$ cat src/rtl/midi_msg_decoder_pkg.sv
// MIDI decoder shared package: status constants,
// parser state encoding and message-length helper.
package midi_pkg;

  localparam logic [3:0] NOTE_OFF    = 4'h8;
  localparam logic [3:0] NOTE_ON     = 4'h9;
  localparam logic [7:0] SYSEX_START = 8'hF0;
  localparam logic [7:0] SYSEX_END   = 8'hF7;
  localparam logic [7:0] RT_MIN      = 8'hF8;

  typedef enum logic [2:0] {
    IDLE,
    DATA1,
    DATA2,
    SYSEX,
    DISCARD
  } state_e;

  // Program change and channel pressure carry one
  // data byte; every other channel message carries two.
  function automatic logic [1:0] data_len(
    input logic [3:0] hi
  );
    return (hi == 4'hC || hi == 4'hD) ? 2'd1 : 2'd2;
  endfunction

endpackage

$ cat src/rtl/midi_msg_decoder_if.sv
// Byte-in / event-out bundle of the MIDI decoder.
// master = decoder side, slave = uart/voice side.
interface midi_msg_decoder_if;
  logic       rx_valid;
  logic [7:0] rx_byte;
  logic       rx_error;
  logic       ev_valid;
  logic       ev_ready;
  logic       ev_note_on;
  logic [3:0] ev_channel;
  logic [6:0] ev_note;
  logic [6:0] ev_velocity;
  logic       overflow;

  modport master (
    input  rx_valid, rx_byte, rx_error, ev_ready,
    output ev_valid, ev_note_on, ev_channel,
    output ev_note, ev_velocity, overflow
  );

  modport slave (
    output rx_valid, rx_byte, rx_error, ev_ready,
    input  ev_valid, ev_note_on, ev_channel,
    input  ev_note, ev_velocity, overflow
  );
endinterface

$ cat src/rtl/midi_msg_decoder_event_reg.sv
// Valid/ready holding register for note events.
// A new event arriving while one is held is dropped.
module midi_event_reg (
  input  logic       clk,
  input  logic       rst,
  input  logic       ld_i,
  input  logic       on_i,
  input  logic [3:0] ch_i,
  input  logic [6:0] note_i,
  input  logic [6:0] vel_i,
  input  logic       ready_i,
  output logic       valid_o,
  output logic       on_o,
  output logic [3:0] ch_o,
  output logic [6:0] note_o,
  output logic [6:0] vel_o,
  output logic       ovf_o
);
  logic       valid_q;
  logic       on_q;
  logic [3:0] ch_q;
  logic [6:0] note_q;
  logic [6:0] vel_q;
  logic       ovf_q;
  logic       accept;

  assign accept = !valid_q || ready_i;

  // Load when the slot is free or being drained.
  always_ff @(posedge clk) begin
    if (rst) begin
      valid_q <= 1'b0;
      on_q    <= 1'b0;
      ch_q    <= '0;
      note_q  <= '0;
      vel_q   <= '0;
      ovf_q   <= 1'b0;
    end else if (ld_i && accept) begin
      valid_q <= 1'b1;
      on_q    <= on_i;
      ch_q    <= ch_i;
      note_q  <= note_i;
      vel_q   <= vel_i;
    end else begin
      if (ld_i)
        ovf_q <= 1'b1;
      if (valid_q && ready_i)
        valid_q <= 1'b0;
    end
  end

  assign valid_o = valid_q;
  assign on_o    = on_q;
  assign ch_o    = ch_q;
  assign note_o  = note_q;
  assign vel_o   = vel_q;
  assign ovf_o   = ovf_q;
endmodule

$ cat src/rtl/midi_msg_decoder.sv
// MIDI byte-stream parser with running status.
// Optional MIDI_CHANNEL_FILTER_EN limits events to CHANNEL.
module midi_msg_decoder
  import midi_pkg::*;
#(
  parameter int CHANNEL        = 0,
  parameter int TIMEOUT_CYCLES = 1000000
) (
  input logic                clk,
  input logic                rst,
  midi_msg_decoder_if.master bus
);
  localparam int TW =
    (TIMEOUT_CYCLES > 0) ? $clog2(TIMEOUT_CYCLES + 1) : 1;
  localparam bit TMO_EN = (TIMEOUT_CYCLES > 0);
  localparam logic [TW-1:0] TMO_LAST =
    TW'((TIMEOUT_CYCLES > 0) ? TIMEOUT_CYCLES - 1 : 0);

`ifdef MIDI_CHANNEL_FILTER_EN
  localparam bit FILT_EN = 1'b1;
`else
  localparam bit FILT_EN = 1'b0;
`endif

  state_e        state_q, state_d;
  logic [7:0]    run_status_q, run_status_d;
  logic          run_valid_q, run_valid_d;
  logic [6:0]    d1_q, d1_d;
  logic [TW-1:0] tmo_q, tmo_d;

  logic       ev_ld;
  logic       ev_on;
  logic [6:0] ev_vel;
  logic       take_d1;
  logic       take_d2;
  logic       chan_ok;
  logic [7:0] b;

  assign b = bus.rx_byte;
  assign chan_ok = !FILT_EN ||
    (run_status_q[3:0] == 4'(CHANNEL));

  // Byte classification and parser next-state.
  always_comb begin
    state_d      = state_q;
    run_status_d = run_status_q;
    run_valid_d  = run_valid_q;
    d1_d         = d1_q;
    tmo_d        = tmo_q;
    ev_ld        = 1'b0;
    ev_on        = 1'b0;
    ev_vel       = '0;
    take_d1      = 1'b0;
    take_d2      = 1'b0;
    if (bus.rx_error) begin
      state_d     = IDLE;
      run_valid_d = 1'b0;
      tmo_d       = '0;
    end else if (bus.rx_valid && b >= RT_MIN) begin
      state_d = state_q;
    end else if (bus.rx_valid) begin
      tmo_d = '0;
      if (b == SYSEX_START) begin
        run_valid_d = 1'b0;
        state_d     = SYSEX;
      end else if (b == SYSEX_END || b[7:4] == 4'hF) begin
        run_valid_d = 1'b0;
        state_d     = DISCARD;
      end else if (b[7]) begin
        run_status_d = b;
        run_valid_d  = 1'b1;
        state_d      = DATA1;
      end else begin
        case (state_q)
          IDLE:    take_d1 = run_valid_q;
          DATA1:   take_d1 = 1'b1;
          DATA2:   take_d2 = 1'b1;
          default: take_d1 = 1'b0;
        endcase
      end
    end else if (TMO_EN &&
                 (state_q == DATA1 || state_q == DATA2)) begin
      if (tmo_q == TMO_LAST) begin
        state_d = IDLE;
        tmo_d   = '0;
      end else begin
        tmo_d = tmo_q + 1'b1;
      end
    end else begin
      tmo_d = '0;
    end

    if (take_d1) begin
      d1_d    = b[6:0];
      state_d = (data_len(run_status_q[7:4]) == 2'd1)
                ? IDLE : DATA2;
    end
    if (take_d2) begin
      state_d = IDLE;
      if (chan_ok && run_status_q[7:4] == NOTE_ON) begin
        ev_ld  = 1'b1;
        ev_on  = (b[6:0] != 7'd0);
        ev_vel = b[6:0];
      end else if (chan_ok &&
                   run_status_q[7:4] == NOTE_OFF) begin
        ev_ld = 1'b1;
      end
    end
  end

  // Parser state registers.
  always_ff @(posedge clk) begin
    if (rst) begin
      state_q      <= IDLE;
      run_status_q <= '0;
      run_valid_q  <= 1'b0;
      d1_q         <= '0;
      tmo_q        <= '0;
    end else begin
      state_q      <= state_d;
      run_status_q <= run_status_d;
      run_valid_q  <= run_valid_d;
      d1_q         <= d1_d;
      tmo_q        <= tmo_d;
    end
  end

  midi_event_reg u_ev (
    .clk     (clk),
    .rst     (rst),
    .ld_i    (ev_ld),
    .on_i    (ev_on),
    .ch_i    (run_status_q[3:0]),
    .note_i  (d1_q),
    .vel_i   (ev_vel),
    .ready_i (bus.ev_ready),
    .valid_o (bus.ev_valid),
    .on_o    (bus.ev_note_on),
    .ch_o    (bus.ev_channel),
    .note_o  (bus.ev_note),
    .vel_o   (bus.ev_velocity),
    .ovf_o   (bus.overflow)
  );
endmodule

$ cat src/flat_wrapper.sv
// flat-port wrapper written by rule: the top's interface ports become plain ports
module midi_msg_decoder_flat import midi_pkg::*;
#(
  parameter int CHANNEL        = 0,
  parameter int TIMEOUT_CYCLES = 1000000
)
  (clk, rst, bus_rx_valid, bus_rx_byte, bus_rx_error, bus_ev_ready, bus_ev_valid, bus_ev_note_on, bus_ev_channel, bus_ev_note, bus_ev_velocity, bus_overflow);
  midi_msg_decoder_if bus_i ();
  input logic clk;
  input logic rst;
  input wire logic [$bits(bus_i.rx_valid)-1:0] bus_rx_valid;
  input wire logic [$bits(bus_i.rx_byte)-1:0] bus_rx_byte;
  input wire logic [$bits(bus_i.rx_error)-1:0] bus_rx_error;
  input wire logic [$bits(bus_i.ev_ready)-1:0] bus_ev_ready;
  output wire logic [$bits(bus_i.ev_valid)-1:0] bus_ev_valid;
  output wire logic [$bits(bus_i.ev_note_on)-1:0] bus_ev_note_on;
  output wire logic [$bits(bus_i.ev_channel)-1:0] bus_ev_channel;
  output wire logic [$bits(bus_i.ev_note)-1:0] bus_ev_note;
  output wire logic [$bits(bus_i.ev_velocity)-1:0] bus_ev_velocity;
  output wire logic [$bits(bus_i.overflow)-1:0] bus_overflow;
  assign bus_i.rx_valid = bus_rx_valid;
  assign bus_i.rx_byte = bus_rx_byte;
  assign bus_i.rx_error = bus_rx_error;
  assign bus_i.ev_ready = bus_ev_ready;
  assign bus_ev_valid = bus_i.ev_valid;
  assign bus_ev_note_on = bus_i.ev_note_on;
  assign bus_ev_channel = bus_i.ev_channel;
  assign bus_ev_note = bus_i.ev_note;
  assign bus_ev_velocity = bus_i.ev_velocity;
  assign bus_overflow = bus_i.overflow;
  midi_msg_decoder #(.CHANNEL(CHANNEL), .TIMEOUT_CYCLES(TIMEOUT_CYCLES)) u_core (.clk(clk), .rst(rst), .bus(bus_i));
endmodule
$ cat config.mk
export PLATFORM = sky130hd
export DESIGN_NAME = midi_msg_decoder_flat
export DESIGN_NICKNAME = d
export VERILOG_FILES = /design/src/rtl/midi_msg_decoder_pkg.sv /design/src/rtl/midi_msg_decoder_if.sv /design/src/rtl/midi_msg_decoder_event_reg.sv /design/src/rtl/midi_msg_decoder.sv /design/src/flat_wrapper.sv
export SDC_FILE = /design/constraint.sdc
export NUM_CORES = 1
export LEC_CHECK = 0
export ABC_AREA = 1
export CAP_MARGIN = 20
export CELL_PAD_IN_SITES_DETAIL_PLACEMENT = 1
export CELL_PAD_IN_SITES_GLOBAL_PLACEMENT = 2
export CORE_UTILIZATION = 32
export CTS_BUF_LIST = sky130_fd_sc_hd__clkbuf_2
export CTS_CLUSTER_DIAMETER = 80
export DETAILED_ROUTE_END_ITERATION = 7
export PLACE_DENSITY = 0.91
export SYNTH_ARGS = -nofsm -noshare
export SYNTH_HDL_FRONTEND = slang
export SYNTH_HIERARCHICAL = 1
export SYNTH_SLANG_ARGS = --single-unit
$ cat constraint.sdc
create_clock -name clk -period 1.8 [get_ports clk]
set_input_delay 0.27 -clock clk [delete_from_list [all_inputs] [get_ports clk]]
set_output_delay 0.27 -clock clk [all_outputs]
set_load 0.05 [all_outputs]
==> impl_metrics.toml, run 1 <==
[critical_path]
critical-path-slowest-cell = "dfxtp_1"
slowest_delay_ps = 400
required_ps = 2200
startpoint_type = "flip-flop"
path_max_fanout = 8
crit_type = "flip-flop to flip-flop"
worst-endpoint-arrival_ps = 2130
worstPathCellList = "ha_1 -> nand3_1 -> nor2_4 -> nand3_1 -> nand2_1 -> nand2_1 -> nand2_2 -> nor2_1"
endpoint_kind = "flip-flop"

[sta]
finClkSkew_ps = 32.1
drv_slew = 0
rsz0062_at_grt = "true"
period_share_pct = 95.9
setup_viol = 0
tightest_slew_ps = 519
fin_crit_ps = 1730
fmax_ghz = 0.579
max_slew_margin_pct = 65.3
hold_violations = 0

[placement]
place_congestion = 0.774
placed_area_um2 = 3530
dp_hpwl_um = 5580
numPortBuffers = 33

[floorplanning]
initial_core_util_pct = 33.2
core-area_um2 = 8760
die_w_um = 97.3
die_area_um2 = 9480
rows = 34
die_h_um = 97.3
io_pins = 34

[detailed_routing]
via_per_inst = 4.86
wl_per_cell_um = 13.6
drt_wl_total_um = 8070
routed.top_layer = "met4"
drcViolationCount = 0
met1Wirelength_um = 3820
route.vias.total = 2892
drtIter0Drc = 69
route.antenna.remaining_nets = 0
first_pass_iters = 4
wl_met2_um = 3910
wl_met3_um = 203

[global_route]
grt_pass1_wl_um = 13000
grt_max_degree = 40
overflow = 0
grt_usage_pct = 17.1
antenna_found_initial = 0
grt_pass1_vias = 2824

[final_layout]
fillCellCount = 1146
syn_to_final_growth_pct = 28.5
design_area_um2 = 3740
fin_util_pct = 42.6
n_antenna_cell = 0
drive_gt1_share_pct = 16.6
nNetsFinal = 496

[power]
p_sw_w = 0.000692
p_comb_share_pct = 8.4
p_leak_nw = 1.62
clkPwrFrac_pct = 39.2
switching_share_pct = 26.6
ir_worst_vdd_v = 0.000321
internal_power_w = 0.00191
p_per_area_nw_per_um2 = 697
p_seq_share_pct = 52.4

[yosys]
synth.net_count = 430
yosysSeqAreaShare_pct = 41.3
syn_area_per_cell_um2 = 6.99
yosys_warnings = 6
synthTopCellsByArea = "dfxtp_1 (41%), nand2_1 (9.0%), a21oi_1 (8.6%), nor2_1 (8.4%), inv_1 (7.2%)"
netlist_area_um2 = 2910
async_flop_share_pct = 0
netlist.area_leader.share_pct = 41.3
synth.most_common_cell = "nand2_1"
yosys.area.top_type = "dfxtp_1"
synthFlopType = "dfxtp_1"
synth-edff-count = 0
synthTopCellsByCount = "nand2_1 (70), nor2_1 (65), dfxtp_1 (60), inv_1 (56), a21oi_1 (50)"
syn_inst = 416
ys_seq_elements = 60
synth_cell_types = 30

[clocking]
cts-root-buf = "clkbuf_2"
cts_sinks = 60
cts_buffers = 9
htree_levels = 3
clk_pin_slew_worst_paths_ps = 190
insertion_delay_ps = 490
cts_tree = "done"
clock_path_buffers = 2

[job]
drv_cap = 0

[status]
status = "finished clean"

[min_path]
hold_class = "primary input to flip-flop"
timing repair:
action | CTS | global route
hold buffers | 0 | 0
pin swaps | 0 | 2
cloned | 0 | 2
endpoints found under the setup margin | 26 | 36
resized for setup | 21 | 13
buffers inserted | 0 | 4
sequential cells by signal, summed over array words and instances (netlist names):
name,cells
u_core/tmo_q,20
u_core/run_status_q,8
u_core/d1_q,7
u_core/u_ev/note_o,7
u_core/u_ev/vel_o,7
u_core/u_ev/ch_o,4
u_core/state_q,3
u_core/run_valid_q,1
u_core/u_ev/on_o,1
u_core/u_ev/ovf_o,1
u_core/u_ev/valid_o,1
cell type report:
cell class	instances	area [um^2]	area share (%)
inverters	60	228	6.09
clock inverters	7	98.8	2.64
repair buffers	67	593	15.9
well taps	108	135	3.62
clock buffers	9	45.0	1.21
flip-flops and latches	60	1200	32.2
multi-input cells	284	1430	38.4
worst max-delay path, delay by kind of cell, from the launching register on:
kind	cells	cell delay (ps)
adders and majority gates	1	210
DFF	1	400
and+or+nand+nor	7	1040
placed cells by master, fill, tap and decap left out, drive strengths merged:
| cell | instances |
|---|---|
| nor2 | 71 |
| nand3 | 37 |
| clkbuf | 9 |
| dfxtp | 60 |
| clkinv | 3 |
| buf | 35 |
| nor3 | 4 |
| clkinvlp | 1 |
| a31oi | 1 |
| bufinv | 2 |
| dlygate4sd2 | 20 |
| xnor2 | 4 |
| clkdlybuf4s50 | 12 |
| a21oi | 50 |
| nand2 | 76 |
| or2 | 3 |
| o21ai | 19 |
| nor4 | 2 |
| nand4 | 7 |
| xor2 | 6 |
| inv | 61 |
| nand3b | 3 |
| ha | 1 |
routing by layer:
metal  track usage (%)  vias to the layer above
met3              3.24                       12
met4              7.92                        0
met2              27.8                       37
met5                 0                        -
met1              21.8                     1383
li1                  -                     1460
per-stage QoR:
stage	total power (W)	TNS (ps)	hold WS (ps)	std cells	setup slack, ps
global route	0.00272	-344	454	595	-32.7
detailed placement	0.00160	-4070	472	573	-194
finish	0.00260	0	451	595	74.2
floorplan	0.00149	0	339	416	347
CTS	0.00263	0	409	589	0.300
global placement	0.00159	-2500	442	573	-129
cell families after synthesis:
group / count (synthesis) / share of synthesized area (%)
DFF: 60 / 41.3
AOI/OAI and AO/OA: 70 / 12.2
xor gates and xnor gates: 10 / 3.01
adders and majority gates: 1 / 0.430
buffers and inverters: 73 / 10.8
and+or+nand+nor: 202 / 32.2
power groups by stage:
stage               Clock [W]  Sequential (W)  Combinational [W]
finish                0.00102         0.00136           0.000218
global route          0.00111         0.00137           0.000242
CTS                   0.00106         0.00136           0.000209
detailed placement          0         0.00139           0.000207
global placement            0         0.00139           0.000203
floorplan                   0         0.00139           0.000105
final timing paths:
kind,startpoint,endpoint,slack [ps],cells after the start
worst min register to register,u_core/u_ev/ovf_o,u_core/u_ev/ovf_o,500,2
worst max register to register,u_core/tmo_q[1],u_core/tmo_q[12],70,8
worst min-delay path,bus_ev_ready,u_core/u_ev/ovf_o,450,4
worst max-delay path,u_core/tmo_q[1],u_core/tmo_q[12],70,8
No activity file was read; power rests on OpenSTA's default activity.
==> run 2: changes to the inputs <==
- ABC_AREA: 1 -> unset
- CORE_MARGIN: unset -> 5
- CORE_UTILIZATION: 32 -> 36
- GPL_TIMING_DRIVEN: unset -> 0
- PLACE_DENSITY: 0.91 -> 0.92
==> impl_metrics.toml, run 2 <==
[detailed_routing]
via_per_inst = 5.36
first_pass_iters = 4
route.vias.total = 2576
drcViolationCount = 0
drt_wl_total_um = 8010
route.antenna.remaining_nets = 0
drtIter0Drc = 74
wl_per_cell_um = 16.6

[final_layout]
mostFrequentLayoutCell = "dfxtp_1"
largest_reg_flops = 20
syn_to_final_growth_pct = 31.7
nNetsFinal = 388
largest_register = "u_core/tmo_q"
mostFrequentLayoutCells = "dfxtp_1 (50), nand2b_1 (40), nor2_1 (34), mux2i_1 (32), dlygate4sd2_1 (21)"
drive_gt1_share_pct = 22.8
top_regs = "u_core/tmo_q: 20 flops, u_core/run_status_q: 8 flops"

[sta]
tightest_slew_ps = 994
rsz0062_at_grt = "true"
period_share_pct = 113
fmax_ghz = 0.491
finClkSkew_ps = 18.5
drv_slew = 0
max_slew_margin_pct = 33.1
hold_violations = 0
finalWorstSetupSlack_ps = -239
fin_tns_setup_ps = -3880
setup_viol = 23
fin_crit_ps = 2040

[floorplanning]
io_pins = 34
rows = 32
core-area_um2 = 7770
die_area_um2 = 9890
initial_core_util_pct = 37.1
die_h_um = 99.5
die_w_um = 99.5

[global_route]
antenna_found_initial = 1
grt_pass1_wl_um = 13200
grt_usage_pct = 16.6
grt_pass1_vias = 2704
grt_max_degree = 11
overflow = 0

[critical_path]
rr_startpoint = "u_core/tmo_q[12]"
required_ps = 2170
path_max_fanout = 8
worst-endpoint-arrival_ps = 2410
r2r_cells = 7
crit_path_start = "u_core/tmo_q[12]"
slowest_delay_ps = 550
worstPathCellList = "or4b_4 -> nor4_4 -> a211oi_4 -> buf_6 -> buf_8 -> a21oi_2 -> a31oi_1"
critical-path-slowest-cell = "or4b_4"
crit_type = "flip-flop to flip-flop"
endpoint_kind = "flip-flop"
reg2reg_slack_ps = -240
startpoint_type = "flip-flop"

[placement]
place_congestion = 0.757
place_ws_ps = -796
numPortBuffers = 31
dp_hpwl_um = 5050

[clocking]
cts_tree = "done"
ctsHoldBuffers = 0
insertion_delay_ps = 500
cts_buffers = 9
cts_sinks = 60
cts-root-buf = "clkbuf_2"
htree_levels = 3
clock_path_buffers = 2
clk_pin_slew_worst_paths_ps = 180

[power]
internal_power_w = 0.00184
p_seq_share_pct = 55.3
clkPwrFrac_pct = 39.0
switching_share_pct = 24.3
ir_worst_vdd_v = 0.000294
p_per_area_nw_per_um2 = 639
p_comb_share_pct = 5.7
p_sw_w = 0.000589
p_leak_nw = 1.36

[yosys]
netlist_area_um2 = 2880
yosys.area.top_type = "dfxtp_1"
syn_area_per_cell_um2 = 9.15
yosys_warnings = 6
synth_cell_types = 45
async_flop_share_pct = 0
synthTopCellsByArea = "dfxtp_1 (42%), mux2i_1 (12%), nand2b_1 (8.7%), nor2_1 (5.0%), a21oi_1 (2.6%)"
synth.net_count = 329
ys_seq_elements = 60
syn_inst = 315
synth-edff-count = 0
synthTopCellsByCount = "dfxtp_1 (60), nand2b_1 (40), nor2_1 (38), mux2i_1 (35)"
yosysSeqAreaShare_pct = 41.7
netlist.area_leader.share_pct = 41.7
synthFlopType = "dfxtp_1"
synth.most_common_cell = "dfxtp_1"

[min_path]
hold_class = "primary input to flip-flop"
hold_depth = 2
min-delay-start = "rst"

[status]
status = "finished, violations left"
failed_checks = "negative setup slack"

[job]
drv_cap = 0
[run 2: changes by cell type after synthesis, moves of 7 or more]
cell	previous run	this run
and3_1	0	10
clkbuf_1	1	10
inv_1	56	4
nor2_1	65	38
a21oi_1	50	15
mux2i_1	0	35
a31oi_1	1	8
nand2_1	70	11
nand3_1	36	15
o21ai_0	18	6
nand2b_1	0	40
[run 2: final timing paths]
check,endpoint
hold / removal,u_core/d1_q[2]
setup / recovery,u_core/tmo_q[7]
setup reg to reg,u_core/tmo_q[7]
hold reg to reg,u_core/tmo_q[19]
[run 2: power groups by stage]
stage                     registers [W]  clock network, W  logic [W]
after floorplan                 0.00137                 0  0.0000742
after global placement          0.00138                 0   0.000126
after detailed placement        0.00138                 0   0.000129
after CTS                       0.00134          0.000982   0.000134
after global routing            0.00134           0.00105   0.000152
final                           0.00134          0.000947   0.000139
[run 2: critical path: cells and delay by family, from the launching register on]
| family | cells | cell delay [ps] |
|---|---|---|
| buffers and inverters | 2 | 300 |
| flip-flops | 1 | 390 |
| AO/OA/AOI/OAI | 3 | 310 |
| AND/OR/NAND/NOR | 2 | 910 |
[run 2: area by class of cell]
cell class	instances	area, um^2
antenna	1	2.50
buffer	13	93.8
clock buffer	9	45.0
clock inverter	6	80.1
fill	926	3970
inverter	4	15.0
multi-input combinational	235	1710
sequential	60	1230
tap	102	128
timing repair buffer	51	498
[run 2: repair_timing]
action                     4_1_cts  5_1_grt
resized for setup               55       23
buffers inserted                15        5
setup endpoints to repair       69       42
gates cloned                     2        0
pin swaps                       14       15
[run 2: logic make-up after synthesis]
kind of cell | Yosys count | synth area share (%)
fa+ha+maj | 1 | 0.434
mux | 35 | 12.2
buf+inv | 20 | 4.69
simple gates | 150 | 29.8
compound gates | 42 | 9.12
xor+xnor | 7 | 2.13
flops | 60 | 41.7
[run 2: layer usage]
layer	GRT usage, %	wire length, um	up-vias
li1	-	-	1236
met3	4.14	277	18
met4	6.30	196	0
met2	28.5	3980	54
met5	0	0	-
met1	20.1	3550	1268
[run 2: metrics by stage]
stage          power (W)  hold slack, ps  std cells  cell area [um^2]  util (%)
4_1_cts          0.00246            40.4        477              3710      47.8
3_5_place_dp     0.00150             461        448              3350      43.1
5_1_grt          0.00254            42.8        481              3790      48.9
3_3_place_gp     0.00150             451        448              3350      43.1
2_1_floorplan    0.00145             417        315              2910         -
6_report         0.00243            88.5        481              3790      48.9
==> run 3: changes to the inputs <==
- CORE_ASPECT_RATIO: unset -> 1.75
- PLACE_DENSITY: 0.92 -> unset
- PLACE_DENSITY_LB_ADDON: unset -> 0.2
==> impl_metrics.toml, run 3 (synthesis results as in run 2) <==
[clocking]
cts_buffers = 9
insertion_delay_ps = 510
ctsHoldBuffers = 0
cts_tree = "done"
htree_levels = 3
clk_pin_slew_worst_paths_ps = 170
clock_path_buffers = 2
cts-root-buf = "clkbuf_2"
cts_sinks = 60

[sta]
drv_slew = 0
rsz0062_at_grt = "true"
period_share_pct = 111
tightest_slew_ps = 780
finalWorstSetupSlack_ps = -200
finClkSkew_ps = 25.1
fin_tns_setup_ps = -3070
setup_viol = 22
hold_violations = 0
fmax_ghz = 0.500
fin_crit_ps = 2000
max_slew_margin_pct = 47.5

[detailed_routing]
drt_wl_total_um = 8080
drcViolationCount = 0
via_per_inst = 5.33
route.vias.total = 2499
drtIter0Drc = 52
first_pass_iters = 4
wl_per_cell_um = 17.2
route.antenna.remaining_nets = 0

[power]
switching_share_pct = 26.7
internal_power_w = 0.00160
p_per_area_nw_per_um2 = 576
ir_worst_vdd_v = 0.000466
clkPwrFrac_pct = 31.8
p_seq_share_pct = 61.6
p_comb_share_pct = 6.6
p_sw_w = 0.000582
p_leak_nw = 1.36

[critical_path]
crit_type = "flip-flop to flip-flop"
startpoint_type = "flip-flop"
path_max_fanout = 5
endpoint_kind = "flip-flop"
required_ps = 2200
reg2reg_slack_ps = -200
worst-endpoint-arrival_ps = 2400

[min_path]
hold_class = "primary input to flip-flop"

[floorplanning]
io_pins = 34
rows = 43
core-area_um2 = 7860
die_area_um2 = 9960
die_w_um = 77.6
initial_core_util_pct = 36.7
die_h_um = 128

[final_layout]
mostFrequentLayoutCell = "dfxtp_1"
top_regs = "u_core/tmo_q: 20 flops, u_core/run_status_q: 8 flops"
nNetsFinal = 388
syn_to_final_growth_pct = 31.2
mostFrequentLayoutCells = "dfxtp_1 (49), nand2b_1 (40), mux2i_1 (35), nor2_1 (34)"
largest_register = "u_core/tmo_q"
largest_reg_flops = 20
drive_gt1_share_pct = 24.0
n_antenna_cell = 0

[global_route]
grt_max_degree = 11
grt_usage_pct = 17.3
grt_pass1_vias = 2728
overflow = 0
antenna_found_initial = 0
grt_pass1_wl_um = 13300

[status]
status = "finished, violations left"
failed_checks = "negative setup slack"

[placement]
place_congestion = 0.793
numPortBuffers = 31
place_ws_ps = -894
dp_hpwl_um = 5790

[job]
drv_cap = 0
run 3: changes by cell type in the layout (fill, tap and decap cells not counted), sizes merged:
cell / change
diode: -1
clkdlybuf4s15: +6
bufinv: -2
buf: +1
clkinvlp: -1
clkbuf: +3
dlygate4sd2: -6
run 3: critical path: stages, from the launching register on:
cell      delay [ps]
dfxtp_4          390
or4b_4           550
nor4_4           350
a211oi_4         160
buf_6            170
buf_6            120
a41oi_2          120
a31oi_1           50
run 3: power groups by stage:
| stage | Clock, W | Sequential, W | Combinational (W) |
|---|---|---|---|
| global route | 0.000802 | 0.00134 | 0.000157 |
| global placement | 0 | 0.00138 | 0.000132 |
| floorplan | 0 | 0.00137 | 0.0000742 |
| detailed placement | 0 | 0.00138 | 0.000134 |
| CTS | 0.000743 | 0.00135 | 0.000142 |
| finish | 0.000693 | 0.00134 | 0.000143 |
run 3: stage by stage:
stage                     hold slack (ps)  utilization [%]  instances  cell area, um^2  power [W]
final                                71.1             48.1        469             3780    0.00218
after global routing                 30.4             48.1        469             3780    0.00230
after CTS                            13.4             46.9        464             3690    0.00223
after detailed placement              461             42.5        436             3340    0.00151
after global placement                449             42.5        436             3340    0.00151
after floorplan                       417                -        315             2910    0.00145
run 3: worst paths after layout:
kind,from,end,cells past startpoint
max,u_core/tmo_q[13],u_core/tmo_q[14],7
min,bus_rx_valid,u_core/run_valid_q,3
max reg2reg,u_core/tmo_q[13],u_core/tmo_q[14],7
min reg2reg,u_core/u_ev/ch_o[3],u_core/u_ev/ch_o[3],2
run 3: area by class of cell:
class	instances	area, um^2
Fill cell	919	4080
Multi-Input combinational cell	235	1740
Sequential cell	60	1220
Timing Repair Buffer	51	502
Tap cell	90	113
Buffer	13	110
Clock buffer	13	65.1
Inverter	4	15.0
Clock inverter	3	13.8
run 3: layer usage:
metal | track usage, % | wire, um | up-vias
li1 | - | - | 1236
met1 | 15.4 | 2890 | 1194
met2 | 33.5 | 4650 | 45
met3 | 4.41 | 192 | 24
met4 | 10.7 | 348 | 0
met5 | 0 | 0 | -
run 3: what timing repair did:
action,in CTS,in global routing
gates resized for setup,66,19
setup endpoints to repair,69,48
gates cloned,3,0
pin swaps,18,8
buffers inserted,12,6
hold endpoints to repair,0,0
